## src/rtl/sram_like_arbiter_if.sv

```systemverilog
// One sram-like channel: an address phase (req/addr_ok) and an
// in-order response phase (data_ok/rdata). The master drives the
// request, and the slave answers it.
interface sram_like_arbiter_if;
    logic        req;
    logic        wr;
    logic [1:0]  size;
    logic [3:0]  wstrb;
    logic [31:0] addr;
    logic [31:0] wdata;
    logic        cached;
    logic        addr_ok;
    logic        data_ok;
    logic [31:0] rdata;

    modport master (
        output req, wr, size, wstrb, addr, wdata, cached,
        input  addr_ok, data_ok, rdata
    );

    modport slave (
        input  req, wr, size, wstrb, addr, wdata, cached,
        output addr_ok, data_ok, rdata
    );
endinterface

```

## src/rtl/sram_like_arbiter.sv

```systemverilog
// Two-into-one sram-like bus arbiter. The inst fetch and data ports
// share one slave. A granted source stays locked until its address is
// accepted. Issued transactions are remembered in an in-order tag FIFO,
// so each response is routed back to the source that issued it. Data
// normally wins, but after DATA_STREAK_MAX data grants in a row with
// inst waiting, inst is forced through to prevent starvation.
module sram_like_arbiter #(
    parameter int MAX_OUTSTANDING = 4,
    parameter int DATA_STREAK_MAX = 3
) (
    input  logic                 clk,
    input  logic                 reset,
    sram_like_arbiter_if.slave   inst_sram,
    sram_like_arbiter_if.slave   data_sram,
    sram_like_arbiter_if.master  bus
);

    localparam int PTR_W = $clog2(MAX_OUTSTANDING);
    localparam int CNT_W = PTR_W + 1;
    localparam int STK_W = $clog2(DATA_STREAK_MAX + 1);

    localparam logic TAG_INST = 1'b0;
    localparam logic TAG_DATA = 1'b1;

    typedef enum logic [1:0] {
        IDLE      = 2'd0,
        HOLD_INST = 2'd1,
        HOLD_DATA = 2'd2
    } state_t;

    state_t               state;
    logic [STK_W-1:0]     streak;

    logic [MAX_OUTSTANDING-1:0] tag_mem;
    logic [PTR_W-1:0]     wr_ptr;
    logic [PTR_W-1:0]     rd_ptr;
    logic [CNT_W-1:0]     count;

    logic                 full;
    logic                 can_issue;
    logic                 streak_hit;
    logic                 sel_inst;
    logic                 sel_data;
    logic                 bus_req_int;
    logic                 handshake;
    logic                 pop;
    logic                 head_tag;

    // The full test looks at the registered count only. A pop in the same
    // cycle therefore cannot free a slot in time for an issue. Holding
    // reset also blocks issue, so nothing handshakes while reset is high.
    assign full       = (count == CNT_W'(MAX_OUTSTANDING));
    assign can_issue  = ~full & ~reset;
    assign streak_hit = (streak == STK_W'(DATA_STREAK_MAX));

    // Source selection: a held source stays locked. In IDLE, data wins
    // unless the streak limit has been reached.
    always_comb begin
        sel_inst = 1'b0;
        sel_data = 1'b0;
        if (!reset) begin
            case (state)
                HOLD_INST: sel_inst = 1'b1;
                HOLD_DATA: sel_data = 1'b1;
                default: begin
                    if (can_issue) begin
                        if (inst_sram.req && data_sram.req) begin
                            if (streak_hit) sel_inst = 1'b1;
                            else            sel_data = 1'b1;
                        end else if (inst_sram.req) begin
                            sel_inst = 1'b1;
                        end else if (data_sram.req) begin
                            sel_data = 1'b1;
                        end
                    end
                end
            endcase
        end
    end

    assign bus_req_int = ((sel_inst & inst_sram.req) | (sel_data & data_sram.req)) & can_issue;
    assign handshake   = bus_req_int & bus.addr_ok;
    assign pop         = bus.data_ok & (count != '0) & ~reset;
    assign head_tag    = tag_mem[rd_ptr];

    // Request fields are steered from the selected source. They are zero when nothing is selected.
    always_comb begin
        bus.req    = bus_req_int;
        bus.wr     = 1'b0;
        bus.size   = 2'b0;
        bus.wstrb  = 4'b0;
        bus.addr   = 32'b0;
        bus.wdata  = 32'b0;
        bus.cached = 1'b0;
        if (sel_inst) begin
            bus.wr     = inst_sram.wr;
            bus.size   = inst_sram.size;
            bus.wstrb  = inst_sram.wstrb;
            bus.addr   = inst_sram.addr;
            bus.wdata  = inst_sram.wdata;
            bus.cached = inst_sram.cached;
        end else if (sel_data) begin
            bus.wr     = data_sram.wr;
            bus.size   = data_sram.size;
            bus.wstrb  = data_sram.wstrb;
            bus.addr   = data_sram.addr;
            bus.wdata  = data_sram.wdata;
            bus.cached = data_sram.cached;
        end
    end

    // Handshake and response strobes go back to the owning source in the same cycle.
    assign inst_sram.addr_ok = handshake & sel_inst;
    assign data_sram.addr_ok = handshake & sel_data;
    assign inst_sram.data_ok = pop & (head_tag == TAG_INST);
    assign data_sram.data_ok = pop & (head_tag == TAG_DATA);
    assign inst_sram.rdata   = bus.rdata;
    assign data_sram.rdata   = bus.rdata;

    // Grant FSM and inst-starvation streak counter.
    always_ff @(posedge clk) begin
        if (reset) begin
            state  <= IDLE;
            streak <= '0;
        end else begin
            if (handshake || !bus_req_int) begin
                state <= IDLE;
            end else begin
                state <= sel_inst ? HOLD_INST : HOLD_DATA;
            end

            if (!inst_sram.req) begin
                streak <= '0;
            end else if (handshake && sel_inst) begin
                streak <= '0;
            end else if (handshake && sel_data && !streak_hit) begin
                streak <= streak + 1'b1;
            end
        end
    end

    // In-order tag FIFO: push on address handshake, pop on response.
    always_ff @(posedge clk) begin
        if (reset) begin
            tag_mem <= '0;
            wr_ptr  <= '0;
            rd_ptr  <= '0;
            count   <= '0;
        end else begin
            if (handshake) begin
                tag_mem[wr_ptr] <= sel_data ? TAG_DATA : TAG_INST;
                wr_ptr          <= wr_ptr + 1'b1;
            end
            if (pop) begin
                rd_ptr <= rd_ptr + 1'b1;
            end
            case ({handshake, pop})
                2'b10:   count <= count + 1'b1;
                2'b01:   count <= count - 1'b1;
                default: count <= count;
            endcase
        end
    end

endmodule
```

## src/flat_wrapper.sv

```systemverilog
// flat-port wrapper written by rule: the top's interface ports become plain ports
module sram_like_arbiter_flat 
#(
    parameter int MAX_OUTSTANDING = 4,
    parameter int DATA_STREAK_MAX = 3
)
  (clk, reset, inst_sram_req, inst_sram_wr, inst_sram_size, inst_sram_wstrb, inst_sram_addr, inst_sram_wdata, inst_sram_cached, inst_sram_addr_ok, inst_sram_data_ok, inst_sram_rdata, data_sram_req, data_sram_wr, data_sram_size, data_sram_wstrb, data_sram_addr, data_sram_wdata, data_sram_cached, data_sram_addr_ok, data_sram_data_ok, data_sram_rdata, bus_req, bus_wr, bus_size, bus_wstrb, bus_addr, bus_wdata, bus_cached, bus_addr_ok, bus_data_ok, bus_rdata);
  sram_like_arbiter_if inst_sram_i ();
  sram_like_arbiter_if data_sram_i ();
  sram_like_arbiter_if bus_i ();
  input  logic clk;
  input  logic reset;
  input wire logic [$bits(inst_sram_i.req)-1:0] inst_sram_req;
  input wire logic [$bits(inst_sram_i.wr)-1:0] inst_sram_wr;
  input wire logic [$bits(inst_sram_i.size)-1:0] inst_sram_size;
  input wire logic [$bits(inst_sram_i.wstrb)-1:0] inst_sram_wstrb;
  input wire logic [$bits(inst_sram_i.addr)-1:0] inst_sram_addr;
  input wire logic [$bits(inst_sram_i.wdata)-1:0] inst_sram_wdata;
  input wire logic [$bits(inst_sram_i.cached)-1:0] inst_sram_cached;
  output wire logic [$bits(inst_sram_i.addr_ok)-1:0] inst_sram_addr_ok;
  output wire logic [$bits(inst_sram_i.data_ok)-1:0] inst_sram_data_ok;
  output wire logic [$bits(inst_sram_i.rdata)-1:0] inst_sram_rdata;
  input wire logic [$bits(data_sram_i.req)-1:0] data_sram_req;
  input wire logic [$bits(data_sram_i.wr)-1:0] data_sram_wr;
  input wire logic [$bits(data_sram_i.size)-1:0] data_sram_size;
  input wire logic [$bits(data_sram_i.wstrb)-1:0] data_sram_wstrb;
  input wire logic [$bits(data_sram_i.addr)-1:0] data_sram_addr;
  input wire logic [$bits(data_sram_i.wdata)-1:0] data_sram_wdata;
  input wire logic [$bits(data_sram_i.cached)-1:0] data_sram_cached;
  output wire logic [$bits(data_sram_i.addr_ok)-1:0] data_sram_addr_ok;
  output wire logic [$bits(data_sram_i.data_ok)-1:0] data_sram_data_ok;
  output wire logic [$bits(data_sram_i.rdata)-1:0] data_sram_rdata;
  output wire logic [$bits(bus_i.req)-1:0] bus_req;
  output wire logic [$bits(bus_i.wr)-1:0] bus_wr;
  output wire logic [$bits(bus_i.size)-1:0] bus_size;
  output wire logic [$bits(bus_i.wstrb)-1:0] bus_wstrb;
  output wire logic [$bits(bus_i.addr)-1:0] bus_addr;
  output wire logic [$bits(bus_i.wdata)-1:0] bus_wdata;
  output wire logic [$bits(bus_i.cached)-1:0] bus_cached;
  input wire logic [$bits(bus_i.addr_ok)-1:0] bus_addr_ok;
  input wire logic [$bits(bus_i.data_ok)-1:0] bus_data_ok;
  input wire logic [$bits(bus_i.rdata)-1:0] bus_rdata;
  assign inst_sram_i.req = inst_sram_req;
  assign inst_sram_i.wr = inst_sram_wr;
  assign inst_sram_i.size = inst_sram_size;
  assign inst_sram_i.wstrb = inst_sram_wstrb;
  assign inst_sram_i.addr = inst_sram_addr;
  assign inst_sram_i.wdata = inst_sram_wdata;
  assign inst_sram_i.cached = inst_sram_cached;
  assign inst_sram_addr_ok = inst_sram_i.addr_ok;
  assign inst_sram_data_ok = inst_sram_i.data_ok;
  assign inst_sram_rdata = inst_sram_i.rdata;
  assign data_sram_i.req = data_sram_req;
  assign data_sram_i.wr = data_sram_wr;
  assign data_sram_i.size = data_sram_size;
  assign data_sram_i.wstrb = data_sram_wstrb;
  assign data_sram_i.addr = data_sram_addr;
  assign data_sram_i.wdata = data_sram_wdata;
  assign data_sram_i.cached = data_sram_cached;
  assign data_sram_addr_ok = data_sram_i.addr_ok;
  assign data_sram_data_ok = data_sram_i.data_ok;
  assign data_sram_rdata = data_sram_i.rdata;
  assign bus_req = bus_i.req;
  assign bus_wr = bus_i.wr;
  assign bus_size = bus_i.size;
  assign bus_wstrb = bus_i.wstrb;
  assign bus_addr = bus_i.addr;
  assign bus_wdata = bus_i.wdata;
  assign bus_cached = bus_i.cached;
  assign bus_i.addr_ok = bus_addr_ok;
  assign bus_i.data_ok = bus_data_ok;
  assign bus_i.rdata = bus_rdata;
  sram_like_arbiter #(.MAX_OUTSTANDING(MAX_OUTSTANDING), .DATA_STREAK_MAX(DATA_STREAK_MAX)) u_core (.clk(clk), .reset(reset), .inst_sram(inst_sram_i), .data_sram(data_sram_i), .bus(bus_i));
endmodule
```

## config.mk

```make
export PLATFORM = sky130hd
export DESIGN_NAME = sram_like_arbiter_flat
export DESIGN_NICKNAME = d
export VERILOG_FILES = /design/src/rtl/sram_like_arbiter_if.sv /design/src/rtl/sram_like_arbiter.sv /design/src/flat_wrapper.sv
export SDC_FILE = /design/constraint.sdc
export NUM_CORES = 1
export LEC_CHECK = 0
export ABC_AREA = 0
export BUFFER_PORTS_ARGS = -buffer_cell sky130_fd_sc_hd__buf_2
export CAP_MARGIN = 0
export CELL_PAD_IN_SITES_DETAIL_PLACEMENT = 1
export CELL_PAD_IN_SITES_GLOBAL_PLACEMENT = 2
export CORE_AREA = 2 2 142 144
export CTS_CLUSTER_SIZE = 40
export DETAILED_ROUTE_END_ITERATION = 6
export DIE_AREA = 0 0 144 146
export GPL_ROUTABILITY_DRIVEN = 0
export PLACE_DENSITY_LB_ADDON = 0.1
export SETUP_SLACK_MARGIN = 0.05
export SYNTH_ARGS = -nofsm -noshare
export SYNTH_HDL_FRONTEND = slang
export SYNTH_SLANG_ARGS = --single-unit
```

## constraint.sdc

```tcl
create_clock -name clk -period 2.47 [get_ports clk]
set_clock_uncertainty 0.15 [all_clocks]
set_input_delay 0.1235 -clock clk [delete_from_list [all_inputs] [get_ports clk]]
set_output_delay 0.1235 -clock clk [all_outputs]
set_load 0.01 [all_outputs]
```

==> results of run 1 <==
==> final timing paths <==
path | to | cells after the start | from | slack [ns]
worst min register to register | u_core.tag_mem[1]$_SDFFE_PP0P_ | 2 | u_core.tag_mem[1]$_SDFFE_PP0P_ | 0.32
worst max register to register | u_core.count[2]$_SDFFE_PP0P_ | 13 | u_core.state[0]$_SDFF_PP0_ | -0.02
worst min-delay path | u_core.count[2]$_SDFFE_PP0P_ | 2 | reset | 0.06
worst max-delay path | u_core.count[2]$_SDFFE_PP0P_ | 13 | u_core.state[0]$_SDFF_PP0_ | -0.02
==> per-layer routing <==
layer	up-vias	track usage (%)	share of wire, %	wire (um)
met5	-	0	0.086	11
met4	2	1.422	0.56	72
met3	10	6.515	13	1715
met2	142	21.33	52	6659
met1	1172	12.28	34	4404
li1	1233	-	-	-
==> stage by stage <==
step	instance area [um2]	setup TNS [ns]	power [mW]	hold slack, ns	std cells
after detailed placement	3314	-0.7373	0.8208	0.09711	687
final	3531	-0.01584	1.168	0.06190	703
after global routing	3518	-4.732	1.253	0.08381	698
after floorplan	2151	0	0.6153	0.04219	256
after global placement	3314	-0.05100	0.8223	0.09711	687
after CTS	3478	-0.05859	1.188	0.07374	696
==> repair_timing <==
item,in CTS,in global routing
gates cloned,0,0
endpoints found under the hold margin,2,0
hold buffers,1,0
pin swaps,3,2
setup buffers,4,2
resized for setup,9,8
setup endpoints to repair,77,76
==> cell type report <==
cell class	count	area (um2)	share of cell area, %
Timing Repair Buffer	255	1481	41.96
Multi-Input combinational cell	148	1279	36.22
Tap cell	265	331.6	9.390
Sequential cell	15	302.8	8.575
Clock buffer	3	75.07	2.126
Inverter	11	43.79	1.240
Antenna cell	5	12.51	0.3544
Clock inverter	1	5.005	0.1417
==> where the power goes <==
group / switching [mW] / leakage (nW) / total [mW] / internal, mW
combinational: 0.269 / 1.69 / 0.571 / 0.302
clock: 0.117 / 0.0409 / 0.334 / 0.217
sequential: 0.00997 / 0.123 / 0.262 / 0.252
==> state kept, by name (all words and copies together) (netlist names) <==
signal / count
u_core.count: 3
u_core.state: 2
u_core.wr_ptr: 2
u_core.rd_ptr: 2
u_core.streak: 2
u_core.tag_mem: 4
==> cell families after synthesis <==
logic type | after synthesis
buffers and inverters | 93
AOI/OAI and AO/OA | 87
and+or+nand+nor | 41
DFF | 15
adders and majority gates | 9
muxes | 6
xor gates and xnor gates | 5
==> worst max-delay path, stage by stage, from the launching register on <==
cell	delay (ns)
dfxtp_2	0.33
inv_2	0.04
ha_4	0.26
buf_6	0.13
nor2_2	0.04
a211o_1	0.31
a21boi_4	0.20
inv_4	0.05
ha_4	0.15
inv_2	0.05
fa_2	0.18
xor2_1	0.06
or3_1	0.32
a21oi_2	0.11
==> synthesized netlist by cell type, types with 2 or more instances <==
library cell   n  area [um2]
o32ai_1        2       17.52
dfxtp_1       15       300.3
xnor2_1        2       17.52
nor2b_1        2       12.51
buf_4         65       488.0
xor2_1         3       26.28
a22o_1        72       630.6
nand2b_1       2       12.51
a21oi_1        5       25.02
clkbuf_1       5       18.77
inv_1         10       37.54
nor2_1         9       33.78
nor3b_1        2       15.01
nand2_1       13       48.80
ha_1           8       100.1
mux2i_1        5       50.05
o21ai_0        3       15.01
and2_1         3       18.77
buf_2         12       60.06
==> run summary, run 1 <==
IO Pins - 323
Mapped Area - 2106 um2
Max-slew headroom - 70.94%
Pleak - 1.857 nW
Crit path launch type - flip-flop
Antenna violations before repair - 4
Port Buffers - 226
Die width - 144 um
Tcrit/Tclk final - 100.6%
Ys flop type - dfxtp_1
Post-Synth Simple-Gate Area - 10.28%
RSZ-0062 raised after global routing - yes
Final core utilization - 18.26%
Synth Area in Adders - 5.704%
Cells after Synth - 256
Ys async rst share - 0%
Max_cap viols - 0
Commonest cells after routing, fill and taps aside - 225 x buf_2, 72 x a22o_1, 17 x buf_4, 13 x dfxtp_1, 12 x nand2_1
Failing checks - setup timing
Vias in the first global route - 2863
Setup ws final - -0.01584 ns
Place WS - -0.07961 ns
Die area - 21020 um2
Clock buffer count from CTS - 3
Number of cell rows - 51
Final Hold Violating Endpoints - 0
Filler cells - 2351
Syn. warnings - 0
CTS tree - yes
XOR/XNOR Fraction of Synth Area - 2.080%
DR iter-0 viols - 63
Gr ovfl total - 0
Crit. End Element - flip-flop
CP arrival - 2.52 ns
Largest net degree at the start of global routing - 22
Pwr per Cell Area - 330.7 nW/um2
Avg WL per Cell - 18.30 um
Clk root buf - clkbuf_16
Post-synth EDFFs - 0
Worst VDD drop - 0.1801 mV
Final WL - 12.86 mm
Yosys cell types - 37
Fmax - 402.3 MHz
#FFs+latches synth - 15
Setup CP Type - reg -> reg
Core Box Area - 19330 um2
Router iterations before antenna repair - 4
Die H - 146 um
Mux cell area share after synthesis - 3.446%
Initial Util - 10.89%
WP data required - 2.50 ns
Outcome - finished, violations left
ANT nets after route - 0
Crit-path max FO - 8
Largest family of logic cells by synthesized area - compound AO/OA/AOI/OAI gates
Area growth from synthesis to layout - 67.68%
Net count after synthesis - 447
Avg Inst Size Synth - 8.226 um2
DR vias - 2559
DR DRC count - 0
Clock Latency Late Sink - 0.25 ns
CTS H-tree depth - 1
GRT Overall Usage - 11.82%
Worst-path clk slew - 0.05 ns
Commonest non-fill, non-tap cell in the layout - buf_2
First-pass GRT wire length - 18.71 mm
Final Net Count - 625
Final HPWL DP - 11.33 mm
Drt via density - 3.640
CTS Sinks - 15
Period minus WS final - 2.486 ns
Slew @ Worst Pin - 0.4350 ns
Share of layout cells above drive strength 1 - 64.90%
Register area share after synthesis - 14.26%
CTS Buffer Depth - 2
Post-synthesis compound-gate area fraction - 35.23%
Max-slew violation count - 0
Worst min-delay path class - in -> reg
Setup violators final - 1
(Power assumes the default switching activity.)
==> inputs of run 2 (changes only) <==
--- a/config.mk
+++ b/config.mk
@@ -11,6 +11,7 @@
 export CELL_PAD_IN_SITES_DETAIL_PLACEMENT = 1
 export CELL_PAD_IN_SITES_GLOBAL_PLACEMENT = 2
 export CORE_AREA = 2 2 142 144
+export CTS_BUF_LIST = sky130_fd_sc_hd__clkbuf_8
 export CTS_CLUSTER_SIZE = 40
 export DETAILED_ROUTE_END_ITERATION = 6
 export DIE_AREA = 0 0 144 146
==> run summary, run 2 (synthesized netlist as in run 1, its figures left out) <==
DR vias - 2552
Setup CP Type - reg -> reg
Footprint of the multi-input gates - 1279 um2
Buf+Inv Stages, Crit Path - 4
DR DRC count - 0
Final WL - 12.87 mm
Worst min-delay path class - in -> reg
Comb pwr share - 54.3%
Register area - 302.8 um2
Router iterations before antenna repair - 4
Commonest non-fill, non-tap cell in the layout - buf_2
Number of cell rows - 51
Top flop regs - u_core.tag_mem x4, u_core.count x3
Final Net Count - 625
Die width - 144 um
Vias in the first global route - 2862
CP cell instances - inv_2, ha_4, buf_6, nor2_2, a211o_1, a21boi_4, inv_4, ha_4, inv_2, fa_2, xor2_1, or3_1, a21oi_2
CTS H-tree depth - 1
Final HPWL DP - 11.33 mm
Pwr per Cell Area - 300.7 nW/um2
Biggest register - u_core.tag_mem
GRT Overall Usage - 11.83%
Clock buffer count from CTS - 3
Slew @ Worst Pin - 0.4230 ns
Max_cap viols - 0
Internal - 665.5 uW
WP data required - 2.51 ns
Area growth from synthesis to layout - 65.95%
Avg WL per Cell - 18.31 um
Pleak - 1.842 nW
CP arrival - 2.53 ns
IO Pins - 323
Gr ovfl total - 0
Share of layout cells above drive strength 1 - 64.90%
NetSw - 385.2 uW
Port Buffers - 226
Crit path launch type - flip-flop
Worst VDD drop - 0.1204 mV
DR iter-0 viols - 61
Antenna violations before repair - 4
ANT nets after route - 0
Final Hold Violating Endpoints - 0
Largest register FFs - 4
RSZ-0062 raised after global routing - yes
First-pass GRT wire length - 18.72 mm
Max-slew headroom - 71.74%
Placed Area - 3314 um2
Die area - 21020 um2
Critical path's largest stage delay - 0.34 ns
Design Area, Final - 3495 um2
Outcome - finished, violations left
Sw Share - 36.66%
CTS tree - yes
Setup violators final - 1
Top delay family on crit path - compound AO/OA/AOI/OAI gates
Initial Util - 10.89%
Setup ws final - -0.02172 ns
Failing checks - setup timing
Clock Latency Late Sink - 0.25 ns
Overall power - 1.051 mW
CP max-delay cell - dfxtp_2
Core Box Area - 19330 um2
Reg power frac - 24.9%
Worst-path clk slew - 0.07 ns
Fmax - 401.3 MHz
Filler cells - 2355
Die H - 146 um
Crit-path max FO - 8
Drt via density - 3.630
Period minus WS final - 2.492 ns
Tcrit/Tclk final - 100.9%
Max-slew violation count - 0
Largest net degree at the start of global routing - 22
Crit. End Element - flip-flop
CTS Buffer Depth - 2
CTS Sinks - 15
Clock Power Share - 20.8%
Clk root buf - clkbuf_8
Commonest cells after routing, fill and taps aside - 226 x buf_2, 72 x a22o_1, 16 x buf_4, 13 x dfxtp_1, 12 x nand2_1
-- run 2: cell counts in the layout (fill, tap and decap cells not counted) --
No cell type changed its count.
-- run 2: final cells by class --
class	count	share of cell area, %
clock buffer	3	1.182
antenna	5	0.3580
multi-input combinational	148	36.59
tap	265	9.488
clock inverter	1	0.1432
inverter	11	1.253
sequential	15	8.665
timing repair buffer	255	42.32
-- run 2: path summary, 6_finish.rpt --
kind / startpoint / endpoint / slack [ns] / cells after the start
max: u_core.state[0]$_SDFF_PP0_ / u_core.count[2]$_SDFFE_PP0P_ / -0.02 / 13
min: reset / u_core.count[2]$_SDFFE_PP0P_ / 0.06 / 2
max reg2reg: u_core.state[0]$_SDFF_PP0_ / u_core.count[2]$_SDFFE_PP0P_ / -0.02 / 13
min reg2reg: u_core.tag_mem[1]$_SDFFE_PP0P_ / u_core.tag_mem[1]$_SDFFE_PP0P_ / 0.32 / 2
-- run 2: per-layer routing --
| layer | share of wire, % | GRT usage (%) |
|---|---|---|
| met2 | 52 | 21.26 |
| met3 | 13 | 6.515 |
| met1 | 34 | 12.36 |
| met4 | 0.56 | 1.422 |
| met5 | 0.085 | 0 |
-- run 2: power groups by stage --
stage / Sequential, mW / Clock, mW / Combinational [mW]
6_report: 0.262 / 0.219 / 0.570
5_1_grt: 0.264 / 0.252 / 0.625
4_1_cts: 0.262 / 0.235 / 0.575
3_5_place_dp: 0.267 / 0 / 0.553
3_3_place_gp: 0.267 / 0 / 0.555
2_1_floorplan: 0.266 / 0 / 0.349
-- run 2: timing repair --
item,in CTS,in global routing
resized for setup,9,7
hold buffers,1,0
endpoints found under the hold margin,2,0
pin swaps,3,2
gates cloned,0,0
endpoints found under the setup margin,77,77
buffers inserted,4,2
-- run 2: per-stage QoR --
step | TNS [ns] | setup slack (ns) | utilization [%] | hold WS, ns | cells
2_1_floorplan | 0 | 0.01566 | - | 0.04219 | 256
3_3_place_gp | -0.05100 | -0.04433 | 17.14 | 0.09711 | 687
3_5_place_dp | -0.7373 | -0.07961 | 17.14 | 0.09711 | 687
4_1_cts | -0.5237 | -0.03974 | 17.82 | 0.06121 | 696
5_1_grt | -6.667 | -0.1315 | 18.01 | 0.06503 | 698
6_report | -0.02172 | -0.02172 | 18.07 | 0.06093 | 703
==> inputs of run 3 (changes only) <==
--- a/config.mk
+++ b/config.mk
@@ -16,7 +16,7 @@
 export DETAILED_ROUTE_END_ITERATION = 6
 export DIE_AREA = 0 0 144 146
 export GPL_ROUTABILITY_DRIVEN = 0
-export PLACE_DENSITY_LB_ADDON = 0.1
+export PLACE_DENSITY = 0.85
 export SETUP_SLACK_MARGIN = 0.05
 export SYNTH_ARGS = -nofsm -noshare
 export SYNTH_HDL_FRONTEND = slang
==> run summary, run 3 (synthesized netlist as in run 1, its figures left out) <==
Outcome - finished, final reports clean
RR Endpoint - u_core.count[2]$_SDFFE_PP0P_
Design Area, Final - 3393 um2
Final Net Count - 618
Largest register FFs - 4
Final Hold Violating Endpoints - 0
Core Box Area - 19330 um2
Worst VDD drop - 0.1488 mV
Reg power frac - 25.9%
GRT Overall Usage - 9.829%
R2R Setup Slk - 0.04 ns
Hold path cells - 3
Final WL - 11.14 mm
Max-slew headroom - 77.64%
Fmax - 406.9 MHz
Max-slew violation count - 0
Crit-path max FO - 22
DR iter-0 viols - 43
Final HPWL DP - 9.371 mm
RSZ-0062 raised after global routing - yes
Crit path launch type - flip-flop
Initial Util - 10.89%
DR vias - 2527
ANT nets after route - 0
Setup violators final - 0
WP data required - 2.20 ns
Largest net degree at the start of global routing - 49
Setup CP Type - reg -> out
Overall power - 1.008 mW
Internal - 648.5 uW
Antenna Cells - 0
Reg2Reg Launch Point - u_core.state[0]$_SDFF_PP0_
Comb pwr share - 54.3%
Sw Share - 35.67%
Hold worst-path end - u_core.count[2]$_SDFFE_PP0P_
Clock buffer count from CTS - 3
Biggest register - u_core.tag_mem
Router iterations before antenna repair - 4
Area growth from synthesis to layout - 61.14%
Worst-path clk slew - 0.06 ns
CTS Buffer Depth - 2
Share of layout cells above drive strength 1 - 63.85%
Port Buffers - 226
Clk root buf - clkbuf_8
Min-delay src - reset
CTS tree - yes
CTS H-tree depth - 1
Gr ovfl total - 0
Commonest non-fill, non-tap cell in the layout - buf_2
Worst min-delay path class - in -> reg
NetSw - 359.6 uW
Pwr per Cell Area - 297.1 nW/um2
Number of cell rows - 51
Antenna violations before repair - 1
IO Pins - 323
Commonest cells after routing, fill and taps aside - 226 x buf_2, 72 x a22o_1, 15 x buf_4, 14 x dfxtp_1, 13 x nand2_1
Clock Latency Late Sink - 0.25 ns
Die width - 144 um
Filler cells - 2384
DR DRC count - 0
Max_cap viols - 0
Die H - 146 um
CP arrival - 2.18 ns
Tcrit/Tclk final - 99.49%
Slew @ Worst Pin - 0.3343 ns
Final core utilization - 17.55%
CTS Sinks - 15
Period minus WS final - 2.457 ns
Top flop regs - u_core.tag_mem x4, u_core.count x3
Setup ws final - 0.01264 ns
Die area - 21020 um2
First-pass GRT wire length - 15.93 mm
Crit. End Element - primary output
Place WS - -0.03047 ns
Vias in the first global route - 2675
Pleak - 1.793 nW
R2R cell count - 12
Clock Power Share - 19.8%
Avg WL per Cell - 16.13 um
Placed Area - 3227 um2
Drt via density - 3.657
==> run 3: cell types whose count changed in the layout (fill, tap and decap cells not counted), sizes merged <==
| cell | previous run | this run |
|---|---|---|
| dlygate4sd3 | 1 | 2 |
| diode | 5 | 0 |
| buf | 254 | 245 |
| clkbuf | 3 | 4 |
==> run 3: critical path: stages (launching register included) <==
cell and delay, ns:
dfxtp_2 0.33, inv_2 0.05, ha_4 0.29, buf_4 0.12, nand2_1 0.05, o32ai_2 0.23, and2_4 0.24, nor2_4 0.09
clkbuf_16 0.20, a22o_1 0.19, buf_2 0.14
==> run 3: per-stage QoR <==
stage / setup TNS, ns / cells / hold slack [ns]
global route: -4.924 / 691 / 0.09083
detailed placement: -0.03047 / 682 / 0.09710
finish: 0 / 691 / 0.07378
floorplan: 0 / 256 / 0.04219
CTS: 0 / 691 / 0.08859
global placement: 0 / 682 / 0.09710
==> run 3: metal layers <==
metal / share of wire, % / global-route usage (%)
met4: 0.39 / 0.8333
met2: 48 / 16.43
met3: 6.3 / 1.909
met1: 45 / 13.57
met5: 0 / 0
==> run 3: power by group through the flow <==
stage	clock [mW]	sequential (mW)	combinational [mW]
2_1_floorplan	0	0.266	0.349
3_3_place_gp	0	0.265	0.522
3_5_place_dp	0	0.265	0.525
4_1_cts	0.207	0.261	0.541
5_1_grt	0.217	0.262	0.599
6_report	0.200	0.261	0.548
==> run 3: layout make-up <==
class                           count  area, um2  area share, %
Clock buffer                        3      41.29          1.217
Inverter                           11      43.79          1.291
Sequential cell                    15      301.5          8.886
Tap cell                          265      331.6          9.771
Multi-Input combinational cell    148       1301          38.35
Timing Repair Buffer              248       1369          40.34
Clock inverter                      1      5.005         0.1475
==> run 3: how the worst max path moves through the flow <==
| stage | startpoint | end | depth (start not counted) |
|---|---|---|---|
| final | u_core.state[0]$_SDFF_PP0_ | bus_wdata[30] | 10 |
| after global routing | u_core.state[0]$_SDFF_PP0_ | u_core.count[2]$_SDFFE_PP0P_ | 12 |
| after CTS | u_core.state[0]$_SDFF_PP0_ | bus_addr[27] | 10 |
| after detailed placement | u_core.state[0]$_SDFF_PP0_ | u_core.count[2]$_SDFFE_PP0P_ | 12 |
| after global placement | u_core.state[0]$_SDFF_PP0_ | u_core.count[2]$_SDFFE_PP0P_ | 12 |
| after floorplan | u_core.state[0]$_SDFF_PP0_ | u_core.count[2]$_SDFFE_PP0P_ | 13 |
==> run 3: timing repair <==
item / 4_1_cts / 5_1_grt
cloned: 0 / 1
setup endpoints to repair: 76 / 77
hold endpoints to repair: 5 / 0
setup buffers: 3 / 0
pin swaps: 4 / 7
resized for setup: 6 / 8
hold buffers: 2 / 0
